### config.mk
export PLATFORM = sky130hd
export DESIGN_NAME = bar_graph_pwm_wb
export DESIGN_NICKNAME = d
export VERILOG_FILES = /design/src/rtl/bar_graph_pwm_wb.sv
export SDC_FILE = /design/constraint.sdc
export NUM_CORES = 1
export LEC_CHECK = 0
export CORE_ASPECT_RATIO = 1.25
export CORE_MARGIN = 4
export CORE_UTILIZATION = 33
export DETAILED_ROUTE_END_ITERATION = 10
export GPL_TIMING_DRIVEN = 0
export PLACE_DENSITY = 0.55
export SYNTH_ARGS = -nofsm -noshare
export SYNTH_HDL_FRONTEND = slang
export SYNTH_SLANG_ARGS = --single-unit
export TNS_END_PERCENT = 10
### constraint.sdc
create_clock -name clk -period 2.5 [get_ports clk]
set_input_delay 0.5 -clock clk [delete_from_list [all_inputs] [get_ports clk]]
set_output_delay 0.5 -clock clk [all_outputs]
set_load 0.05 [all_outputs]
### src/rtl/bar_graph_pwm_wb.sv
// bar_graph_pwm_wb: Wishbone slave driving an 8-LED bar graph with per-LED
// 8-bit PWM. It also has a level-meter mode, where the bottom LEVEL LEDs share
// the brightness of DUTY[0].
// Duty values go to the PWM comparators only through shadow registers. The
// shadows load on a PWM period boundary, so a period is never cut short.
module bar_graph_pwm_wb #(
    parameter int          ADDR_WIDTH     = 8,
    parameter int          DATA_WIDTH     = 16,
    parameter logic [15:0] PRESCALE_RESET = 16'd0
) (
    input  logic                  clk,
    input  logic                  reset,
    input  logic [ADDR_WIDTH-1:0] wbs_address,
    input  logic [DATA_WIDTH-1:0] wbs_writedata,
    output logic [DATA_WIDTH-1:0] wbs_readdata,
    input  logic                  wbs_write,
    input  logic                  wbs_strobe,
    input  logic                  wbs_cycle,
    output logic                  wbs_ack,
    output logic [7:0]            bar_graph
);

    localparam logic [3:0]            A_CTRL     = 4'h0;
    localparam logic [3:0]            A_LEVEL    = 4'h1;
    localparam logic [3:0]            A_PRESCALE = 4'hA;
    localparam logic [3:0]            A_STATUS   = 4'hB;
    localparam logic [DATA_WIDTH-1:0] LEVEL_MAX  = DATA_WIDTH'(8);

    logic                  r_ack;
    logic [DATA_WIDTH-1:0] r_rdata;
    logic [7:0]            r_bar;
    logic [1:0]            r_ctrl;
    logic [3:0]            r_level;
    logic [7:0]            r_duty   [8];
    logic [7:0]            r_shadow [8];
    logic [15:0]           r_prescale;
    logic [15:0]           r_pre_cnt;
    logic [7:0]            r_pwm_cnt;
    logic                  r_flag;

    logic                  w_req;
    logic                  w_wr;
    logic                  w_rd;
    logic [3:0]            w_addr;
    logic                  w_tick;
    logic                  w_boundary;
    logic [7:0]            w_eff    [8];
    logic [DATA_WIDTH-1:0] w_rdata;
    logic                  w_unused_addr;

    // The ack register masks the request for one cycle. A held strobe
    // therefore gets at most one transfer every two cycles.
    assign w_req         = wbs_cycle & wbs_strobe & ~r_ack;
    assign w_wr          = w_req & wbs_write;
    assign w_rd          = w_req & ~wbs_write;
    assign w_addr        = wbs_address[3:0];
    assign w_tick        = (r_pre_cnt == r_prescale);
    assign w_boundary    = w_tick & (r_pwm_cnt == 8'hFF);
    assign w_unused_addr = ^wbs_address;

    assign wbs_ack      = r_ack;
    assign wbs_readdata = r_rdata;
    assign bar_graph    = r_bar;

    // Effective duty per LED: the raw duty, or the shared meter brightness
    // for LEDs below LEVEL.
    always_comb begin
        for (int i = 0; i < 8; i++) begin
            w_eff[i] = r_duty[i];
            if (r_ctrl[1]) begin
                w_eff[i] = (4'(i) < r_level) ? r_duty[0] : 8'h00;
            end
        end
    end

    // Read mux; unused data bits read as zero.
    always_comb begin
        w_rdata = '0;
        case (w_addr)
            A_CTRL:     w_rdata[1:0]  = r_ctrl;
            A_LEVEL:    w_rdata[3:0]  = r_level;
            A_PRESCALE: w_rdata[15:0] = r_prescale;
            A_STATUS:   w_rdata[8:0]  = {r_flag, r_pwm_cnt};
            default: begin
                for (int i = 0; i < 8; i++) begin
                    if (w_addr == 4'(i + 2)) w_rdata[7:0] = r_duty[i];
                end
            end
        endcase
    end

    // Bus handshake: single-cycle ack; read data is captured with the ack.
    always_ff @(posedge clk or negedge reset) begin
        if (!reset) begin
            r_ack   <= 1'b0;
            r_rdata <= '0;
        end else begin
            r_ack <= w_req;
            if (w_rd) r_rdata <= w_rdata;
        end
    end

    // Register writes. A LEVEL above the LED count saturates to 8.
    always_ff @(posedge clk or negedge reset) begin
        if (!reset) begin
            r_ctrl     <= 2'b00;
            r_level    <= 4'd0;
            r_prescale <= PRESCALE_RESET;
            for (int i = 0; i < 8; i++) r_duty[i] <= 8'h00;
        end else if (w_wr) begin
            case (w_addr)
                A_CTRL:     r_ctrl     <= wbs_writedata[1:0];
                A_LEVEL:    r_level    <= (wbs_writedata > LEVEL_MAX) ? 4'd8 : wbs_writedata[3:0];
                A_PRESCALE: r_prescale <= wbs_writedata[15:0];
                default: begin
                    for (int i = 0; i < 8; i++) begin
                        if (w_addr == 4'(i + 2)) r_duty[i] <= wbs_writedata[7:0];
                    end
                end
            endcase
        end
    end

    // Prescaler counts 0..PRESCALE. A new PRESCALE value restarts it from 0.
    always_ff @(posedge clk or negedge reset) begin
        if (!reset) begin
            r_pre_cnt <= 16'd0;
        end else if ((w_wr && (w_addr == A_PRESCALE)) || w_tick) begin
            r_pre_cnt <= 16'd0;
        end else begin
            r_pre_cnt <= r_pre_cnt + 16'd1;
        end
    end

    // PWM phase counter advances once per prescaler tick.
    always_ff @(posedge clk or negedge reset) begin
        if (!reset) begin
            r_pwm_cnt <= 8'd0;
        end else if (w_tick) begin
            r_pwm_cnt <= r_pwm_cnt + 8'd1;
        end
    end

    // Shadow duties load only at a period boundary. A write on that same
    // edge is not visible yet, so it takes effect one period later.
    always_ff @(posedge clk or negedge reset) begin
        if (!reset) begin
            for (int i = 0; i < 8; i++) r_shadow[i] <= 8'h00;
        end else if (w_boundary) begin
            for (int i = 0; i < 8; i++) r_shadow[i] <= w_eff[i];
        end
    end

    // Boundary flag: set by a boundary, cleared by a STATUS read; set wins.
    always_ff @(posedge clk or negedge reset) begin
        if (!reset) begin
            r_flag <= 1'b0;
        end else if (w_boundary) begin
            r_flag <= 1'b1;
        end else if (w_rd && (w_addr == A_STATUS)) begin
            r_flag <= 1'b0;
        end
    end

    // LED drive: duty 0xFF is fully on; otherwise on while the phase < duty.
    always_ff @(posedge clk or negedge reset) begin
        if (!reset) begin
            r_bar <= 8'h00;
        end else begin
            for (int i = 0; i < 8; i++) begin
                r_bar[i] <= r_ctrl[0] & ((r_shadow[i] == 8'hFF) | (r_pwm_cnt < r_shadow[i]));
            end
        end
    end

endmodule
==> impl_results.md <==
* Highest fanout seen on the critical path at 10
* RD Place Congestion at 0.942
* Filler cell count at 3357
* Outcome: finished clean
* RSZ-0062 raised after global routing: false
* Worst IR Drop VDD at 0.545 mV
* Clk_lat worst skew at 0.45 ns
* Slew HR at 33.1%
* Die W at 173 um
* Max clock buf depth at 2
* CTS tree: yes
* Die area at 37200 um2
* Final Cycle Share at 98.2%
* I/O Buffers at 45
* TritonRoute pass-1 iters at 6
* Largest net degree at the start of global routing at 118
* Synth unique cells at 58
* Boundary pin count at 54
* Clock root buffer: clkbuf_16
* Routed len/inst at 21.5 um
* Critical path capture point type: register
* Netlist Area Pre-Place at 11300 um2
* Die Y at 215 um
* Post-synth EDFFs at 0
* Avg Cell Area, Syn at 9.99 um2
* Post-DP Area at 12300 um2
* Core area at 33600 um2
* Vias post-DR at 8653
* Total CTS buffers at 17
* Initial DRC Count at 712
* Ys Warns at 0
* HPWL Detailed at 25.9 mm
* Grt ovf at 0
* Hold crit path type: in -> async
* CTS sink cnt at 200
* Crit path time final at 2.45 ns
* CTS clk-pin slew, worst paths at 0.07 ns
* Startpoint Class: input pin
* Commonest cells post-synth: 200 x dfrtp_1, 126 x inv_1, 110 x nand2_1, 78 x o21ai_0, 67 x mux2_2
* Hold WS at 0.00146 ns
* Layout cells sized above 1 at 15.1%
* Initial antenna violation count at 0
* Antenna Nets Post-Route at 0
* Final setup violating endpoints at 0
* Cell count after synthesis at 1127
* Most common cell in the synthesized netlist: dfrtp_1
* # diodes at 0
* Vias per cell at 5.30
* Synth-to-layout area growth at 14.4%
* Final Max Slew Viols at 0
* Power Density at 673 nW/um2
* Final WL at 35.0 mm
* Sequential share of the synthesized area at 44.4%
* Ys flop type: dfrtp_1
* Final nets at 1283
* Synth area leader: dfrtp_1
* Async S/R FF share, synth at 100%
* Top cells by area, synth: dfrtp_1 44%, mux2_2 6.7%, ha_1 6.4%, mux2_4 5.5%, inv_1 4.2%
* Peak Freq at 408 MHz
* Hold_buf cts at 0
* Setup TNS at 0 ns
* Final hold vios at 0
* Final instance area at 12900 um2
* Drc violations at 0
* Syn nets at 1214
* CP Data Arrival Time at 2.80 ns
* Clock skew at 0.00966 ns
* CP Class: in -> reg
* H-tree depth at 4
* Worst slew pin tran at 0.997 ns
* Vias in the first global route at 8829
* Synthesis-stage register bit count at 200
* Top cell type's share of synthesized area at 44.4%
* Row count at 75
* First-pass GRT wire length at 54.4 mm
* Total power at 8.67 mW
* Max_cap viols at 0
* GRT Total Usage at 19.0%
* CP Data Required Time at 2.85 ns
* Static leakage at 5.63 nW
* Final core occ at 38.4%
* Initial Util at 33.5%
## where the power goes
group / switching (mW) / total (mW) / internal (mW)
clock: 1.29 / 2.64 / 1.36
sequential: 0.497 / 4.07 / 3.57
combinational: 1.16 / 1.96 / 0.801
## worst max-delay path: stages
cell,delay [ns]
clkdlybuf4s50_1,0.56
buf_2,0.32
clkbuf_2,0.31
nor2_1,0.14
a221oi_1,0.54
o221ai_1,0.23
o22a_1,0.19
## cell usage in the layout (no fill, tap or decap), types with 17 or more instances in the layout
master,count
dfrtp_1,195
inv_1,126
nand2_1,110
o21ai_0,78
mux2_2,67
ha_1,58
o22ai_1,46
nor2_1,44
clkdlybuf4s50_1,44
a21oi_1,42
mux2_4,41
clkbuf_1,35
xnor2_1,28
nand3_1,28
nand4_1,27
clkbuf_16,17
## cells by family after synthesis
| logic type | count (synthesis) | synth area share, % |
|---|---|---|
| AO/OA/AOI/OAI | 247 | 13.6 |
| AND/OR/NAND/NOR | 277 | 11.9 |
| flip-flops | 200 | 44.4 |
| buffers and inverters | 185 | 7.13 |
| adder cells (fa/ha/maj) | 58 | 6.45 |
| XOR/XNOR | 37 | 2.88 |
| multiplexers | 123 | 13.6 |
## worst paths after layout
kind | slack [ns] | start | endpoint | cells after the start
max | 0.05 | wbs_address[0] | wbs_readdata[3] | 7
min | 0.001 | reset | r_shadow[63] | 1
max reg2reg | 0.11 | r_pwm_cnt[4] | r_shadow[54] | 6
min reg2reg | 0.48 | wbs_readdata[12] | wbs_readdata[12] | 2
max in group asynchronous | 1.45 | reset | r_pwm_cnt[3] | 2
min in group clk | 0.48 | wbs_readdata[12] | wbs_readdata[12] | 2
## metrics by stage
step / instances / worst slack, ns
2_1_floorplan: 1127 / 0.307
3_3_place_gp: 1595 / -7.73
3_5_place_dp: 1596 / -0.631
4_1_cts: 1628 / -0.0556
5_1_grt: 1632 / 0.00428
6_report: 1632 / 0.0461
## sequential cells by signal, summed over array words and instances (netlist names)
name / cells
r_flag: 1
wbs_readdata: 16
r_level: 4
r_pre_cnt: 16
r_prescale: 16
r_shadow: 64
wbs_ack: 1
r_pwm_cnt: 8
r_duty: 64
bar_graph: 8
r_ctrl: 2
## routing by layer
metal | global-route usage, % | wire (um)
met1 | 25.0 | 15300
met2 | 31.8 | 16900
met3 | 2.72 | 1590
met4 | 7.51 | 1220
met5 | 0 | 0
## what timing repair did
| item | CTS | global route |
|---|---|---|
| setup buffers | 0 | 4 |
| setup endpoints to repair | 88 | 107 |
| gates resized for setup | 9 | 14 |
| pin swaps | 3 | 1 |
## area by class of cell
class                      count  area (um2)  share of cell area (%)
inverter                     126         473                    3.67
tap                          423         529                    4.11
clock inverter                10        71.3                   0.554
timing repair buffer          50         513                    3.98
clock buffer                  22         474                    3.68
sequential                   200        5010                    38.9
multi-input combinational    742        5470                    42.4
buffer                        59         344                    2.67
No activity file was read; power rests on OpenSTA's default activity.
==> variant 1, RTL diff (same settings) <==
Set the parameter `DATA_WIDTH` to 18 (it was 16).
--- a/src/rtl/bar_graph_pwm_wb.sv
+++ b/src/rtl/bar_graph_pwm_wb.sv
@@ -6,5 +6,5 @@
 module bar_graph_pwm_wb #(
     parameter int          ADDR_WIDTH     = 8,
-    parameter int          DATA_WIDTH     = 16,
+    parameter int          DATA_WIDTH     = 18,
     parameter logic [15:0] PRESCALE_RESET = 16'd0
 ) (
Ports: changed (resized wbs_readdata and wbs_writedata); port bits go from 54 to 58. The function was not compared with the original's and may differ.
==> variant 1 against the original RTL <==
- synthesized area is 0.39% lower
- total power is 0.24% higher
- final cell count is 1.8% lower
- final area is 0.32% lower
- sequential power is 2% lower
- critical path type is now flip-flop to flip-flop
- routed wire length is 2.4% lower
- largest power group unchanged
- sequential cell count stayed put
- hold slack better by 0.097 ns
- worst setup slack worse by 0.023 ns
- clock skew is 0.0039 ns higher
- largest cell class unchanged
==> variant 1: results (changes against the original RTL) <==
clk_latency_ns: 0.45  # about the same
clock_path_buffers: 2  # unchanged
path_delay_family: "flip-flops"
critPathMaxStageDelay_ns: 0.72  # +0.16 ns
drt_pre_antenna_iters: 6  # unchanged
synth_area_leaders: "dfrtp_1 45%, mux2_2 8.9%, ha_1 6.5%"
synth-warning-count: 0  # unchanged
cts-root-buf: "clkbuf_16"
grt_pass1_vias: 8815  # -0.16%
finalCriticalPeriod_ns: 2.477  # +0.02299 ns
cpMaxStageDelayCell: "dfrtp_1"
port-buffer-count: 45  # unchanged
crit_arrival_ns: 2.80  # about the same
clk_pin_slew_ns: 0.07  # about the same
final_nets: 1257  # -2.0%
synthTopCellsByCount: "200 x dfrtp_1, 126 x inv_1, 89 x mux2_2, 88 x nand2_1, 59 x o22ai_1"
hold_path.class: "input pin to async pin"
async_reset_ff_share_pct: 100.0  # unchanged
grt.total_usage_pct: 18.43  # -0.58 points
drive_gt1_share_pct: 15.85  # +0.79 points
synth_seq_area_share_pct: 44.62  # +0.17 points
peakVddDrop_mv: 0.4140  # -24%
cts_buffers: 17  # unchanged
globalplace.congestion: 0.9423  # about the same
power.leakage_nw: 5.839  # +3.7%
path_max_fanout: 12  # +2
dr_total_vias: 8727  # +0.86%
top_regs: "r_duty: 64 flops, r_shadow: 64 flops"
ant_nets: 0  # unchanged
place_ws_ns: -0.6706  # -0.03986 ns
relSlewSlack_pct: 33.62  # +0.48 points
htreeDepth: 4  # unchanged
drt-initial-drc-count: 687  # -3.5%
status: "completed"
synth_cell_types: 57  # -1.7%
grt_max_degree: 105  # -11%
place_area_sq_mm: 0.01223  # -0.33%
wl_per_cell_um: 21.33  # -0.64%
fin_worst_skew_ns: 0.01355  # +0.003894 ns
antenna_cells: 0  # unchanged
antenna_found_initial: 1  # +1
slew_viol_final: 0  # unchanged
rr_worst_depth: 5  # -1
grt_pass1_wl_um: 52790  # -2.9%
ff2ff_setup_slack_ns: 0.02  # -0.09 ns
hpwl_um: 25470  # -1.5%
## variant 1: metal layers
layer	vias to the layer above	wire (um)	GRT usage, %
met1	4275	14250	23.17
met5	-	0	0
met3	74	1945	2.768
met2	356	16800	31.72
met4	0	1196	7.666
li1	4022	-	-
## variant 1: worst paths after layout
path,to,start
max in group asynchronous,r_shadow[26]$_DFFE_PN0P_,reset
worst max-delay path,r_shadow[55]$_DFFE_PN0P_,r_pwm_cnt[4]$_DFFE_PN0P_
worst min-delay path,r_shadow[59]$_DFFE_PN0P_,reset
worst min register to register,wbs_readdata[9]$_DFFE_PN0P_,wbs_readdata[9]$_DFFE_PN0P_
worst max register to register,r_shadow[55]$_DFFE_PN0P_,r_pwm_cnt[4]$_DFFE_PN0P_
min in group clk,wbs_readdata[9]$_DFFE_PN0P_,wbs_readdata[9]$_DFFE_PN0P_
## variant 1: stage by stage
step	power (W)	cells	utilization, %	hold slack (ns)
floorplan	0.005213	1101	-	0.2044
global placement	0.006009	1569	36.31	0.4588
detailed placement	0.006046	1570	36.41	0.4595
CTS	0.008781	1603	38.18	0.1320
global route	0.009128	1603	38.23	0.1604
finish	0.008694	1603	38.23	0.09893
## variant 1: logic make-up after synthesis
| family | synth area share [%] |
|---|---|
| muxes | 15.14 |
| other | 0.03344 |
| xor gates and xnor gates | 2.889 |
| DFF | 44.62 |
| buffers and inverters | 6.638 |
| adders and majority gates | 6.470 |
| and+or+nand+nor | 10.75 |
| AOI/OAI and AO/OA | 13.45 |
## variant 1: report_power, final
| part | leakage (nW) | switching [W] | internal, W |
|---|---|---|---|
| Combinational | 2.92 | 0.00116 | 0.000826 |
| Sequential | 2.65 | 0.000447 | 0.00356 |
| Clock | 0.269 | 0.00125 | 0.00146 |
| Total | 5.84 | 0.00286 | 0.00584 |
## variant 1: cell type report
| class | count | area (sq um) |
|---|---|---|
| Fill cell | 3359 | 20750 |
| Multi-Input combinational cell | 717 | 5493 |
| Sequential cell | 200 | 5005 |
| Tap cell | 423 | 529.3 |
| Timing Repair Buffer | 48 | 498.0 |
| Clock buffer | 22 | 474.2 |
| Inverter | 126 | 473.0 |
| Buffer | 58 | 277.8 |
| Clock inverter | 9 | 92.59 |
## variant 1: timing repair
action                                  in CTS  in global routing
resized for setup                            5                  6
pin swaps                                    1                  0
endpoints found under the setup margin     123                 48
buffers inserted                             2                  0
==> variant 2, RTL diff (config.mk and constraints unchanged) <==
Without the edit above. Make the reset (`reset`) synchronous in 7 clocked blocks.
--- a/src/rtl/bar_graph_pwm_wb.sv
+++ b/src/rtl/bar_graph_pwm_wb.sv
@@ -91,5 +91,5 @@
 
     // Bus handshake: single-cycle ack; read data is captured with the ack.
-    always_ff @(posedge clk or negedge reset) begin
+    always_ff @(posedge clk) begin
         if (!reset) begin
             r_ack   <= 1'b0;
@@ -102,5 +102,5 @@
 
     // Register writes. A LEVEL above the LED count saturates to 8.
-    always_ff @(posedge clk or negedge reset) begin
+    always_ff @(posedge clk) begin
         if (!reset) begin
             r_ctrl     <= 2'b00;
@@ -123,5 +123,5 @@
 
     // Prescaler counts 0..PRESCALE. A new PRESCALE value restarts it from 0.
-    always_ff @(posedge clk or negedge reset) begin
+    always_ff @(posedge clk) begin
         if (!reset) begin
             r_pre_cnt <= 16'd0;
@@ -134,5 +134,5 @@
 
     // PWM phase counter advances once per prescaler tick.
-    always_ff @(posedge clk or negedge reset) begin
+    always_ff @(posedge clk) begin
         if (!reset) begin
             r_pwm_cnt <= 8'd0;
@@ -144,5 +144,5 @@
     // Shadow duties load only at a period boundary. A write on that same
     // edge is not visible yet, so it takes effect one period later.
-    always_ff @(posedge clk or negedge reset) begin
+    always_ff @(posedge clk) begin
         if (!reset) begin
             for (int i = 0; i < 8; i++) r_shadow[i] <= 8'h00;
@@ -153,5 +153,5 @@
 
     // Boundary flag: set by a boundary, cleared by a STATUS read; set wins.
-    always_ff @(posedge clk or negedge reset) begin
+    always_ff @(posedge clk) begin
         if (!reset) begin
             r_flag <= 1'b0;
@@ -164,5 +164,5 @@
 
     // LED drive: duty 0xFF is fully on; otherwise on while the phase < duty.
-    always_ff @(posedge clk or negedge reset) begin
+    always_ff @(posedge clk) begin
         if (!reset) begin
             r_bar <= 8'h00;
Behaviour: differs if reset is asserted again (counterexample within 4 cycles, from zero or initial values and one cycle with reset low); with reset held inactive, the same outputs for 4 cycles.
==> variant 2 against the original RTL <==
- sequential cell count unchanged
- non-clock buffer count rose by 8
- final cell count is 2.6% lower
- routed wire length down 9.7%
- synthesized area shrank 5.4%
- critical path depth decreased by 2
- final area shrank 3.3%
- sequential share of layout area rose by 3.6 points
- worst setup slack got worse by 0.035 ns
- critical path type unchanged
Power is not compared: it rests on default switching activity, and its combinational part moved more than twofold at a synthesized area within 25%.
==> variant 2: results (changes against the original RTL) <==
seq_cells: 200  # unchanged
globalplace.congestion: 0.9323  # -0.98%
nMultiInputCombCells: 757  # +2.0%
grt_pass1_vias: 8236  # -6.7%
grt_max_degree: 21  # -82%
drive_gt1_share_pct: 9.762  # -5.3 points
use_met3_pct: 2.990  # +0.27 points
fin_hold_ws_ns: 0.4539  # +0.4524 ns
clkCellAreaFrac_pct: 4.468  # +0.23 points
dp_cells: 1552  # -2.8%
async_reset_ff_share_pct: 0  # -100 points
fin_worst_skew_ns: 0.01219  # +0.002530 ns
synthTopCellsByCount: "128 x edfxtp_1, 123 x nor2_1, 107 x a21oi_1, 84 x nand2_1, 72 x dfxtp_1"
place_ws_ns: -0.7186  # -0.08784 ns
grt.total_usage_pct: 17.96  # -1.1 points
inverters: 72  # -43%
status: "completed"
fill_cells: 3132  # -6.7%
synth_edf_count: 128  # +128
tightest_slew_ns: 1.161  # +0.1641 ns
synth-xor-area-share_pct: 2.467  # -0.41 points
hold_path.class: "flip-flop to flip-flop"
cts-resized-gates: 18  # +9
yosys.area_share.adder_pct: 6.813  # +0.37 points
r2r_start: "r_prescale[15]$_SDFFE_PN0P_"
routed_wl_um: 31640  # -9.7%
grt_util_met2_pct: 31.32  # -0.44 points
hpwl_um: 24250  # -6.2%
dr_total_vias: 8296  # -4.1%
post_cts_buffers: 6  # +6
postSynthAreaPerCell_sq_um: 9.772  # -2.2%
grt_pass1_wl_um: 47950  # -12%
synth-compound-area-share_pct: 13.33  # -0.24 points
place_area_sq_mm: 0.01174  # -4.4%
synth_area_leaders: "edfxtp_1 36%, dfxtp_1 14%, ha_1 6.8%"
port-buffer-count: 47  # +4.4%
fin_area_sq_mm: 0.01246  # -3.3%
gr-usage-met1_pct: 21.26  # -3.7 points
seq_area_share_pct: 42.53  # +3.6 points
## variant 2: how the worst max path moves through the flow
stage	from	endpoint	slack, ns	depth (start not counted)
floorplan	r_prescale[10]$_SDFFE_PN0P_	r_shadow[0][0]$_SDFFCE_PN0P_	-0.78	5
global placement	r_pwm_cnt[3]$_SDFFE_PN0P_	r_shadow[0][28]$_SDFFCE_PN0P_	-1.74	4
detailed placement	wbs_address[1]	r_duty[0][10]$_SDFFCE_PN0P_	-0.72	5
CTS	wbs_address[1]	r_duty[1][22]$_DFFE_PP_	-0.02	5
global route	wbs_address[1]	r_duty[0][13]$_SDFFCE_PN0P_	-0.15	5
finish	wbs_address[1]	r_duty[0][14]$_SDFFCE_PN0P_	0.01	5
## variant 2: power breakdown
group | switching (W) | internal, W | leakage [nW]
logic | 0.000521 | 0.000345 | 2.62
registers | 0.000139 | 0.00364 | 1.89
clock network | 0.00133 | 0.00135 | 0.283
total | 0.00199 | 0.00533 | 4.79
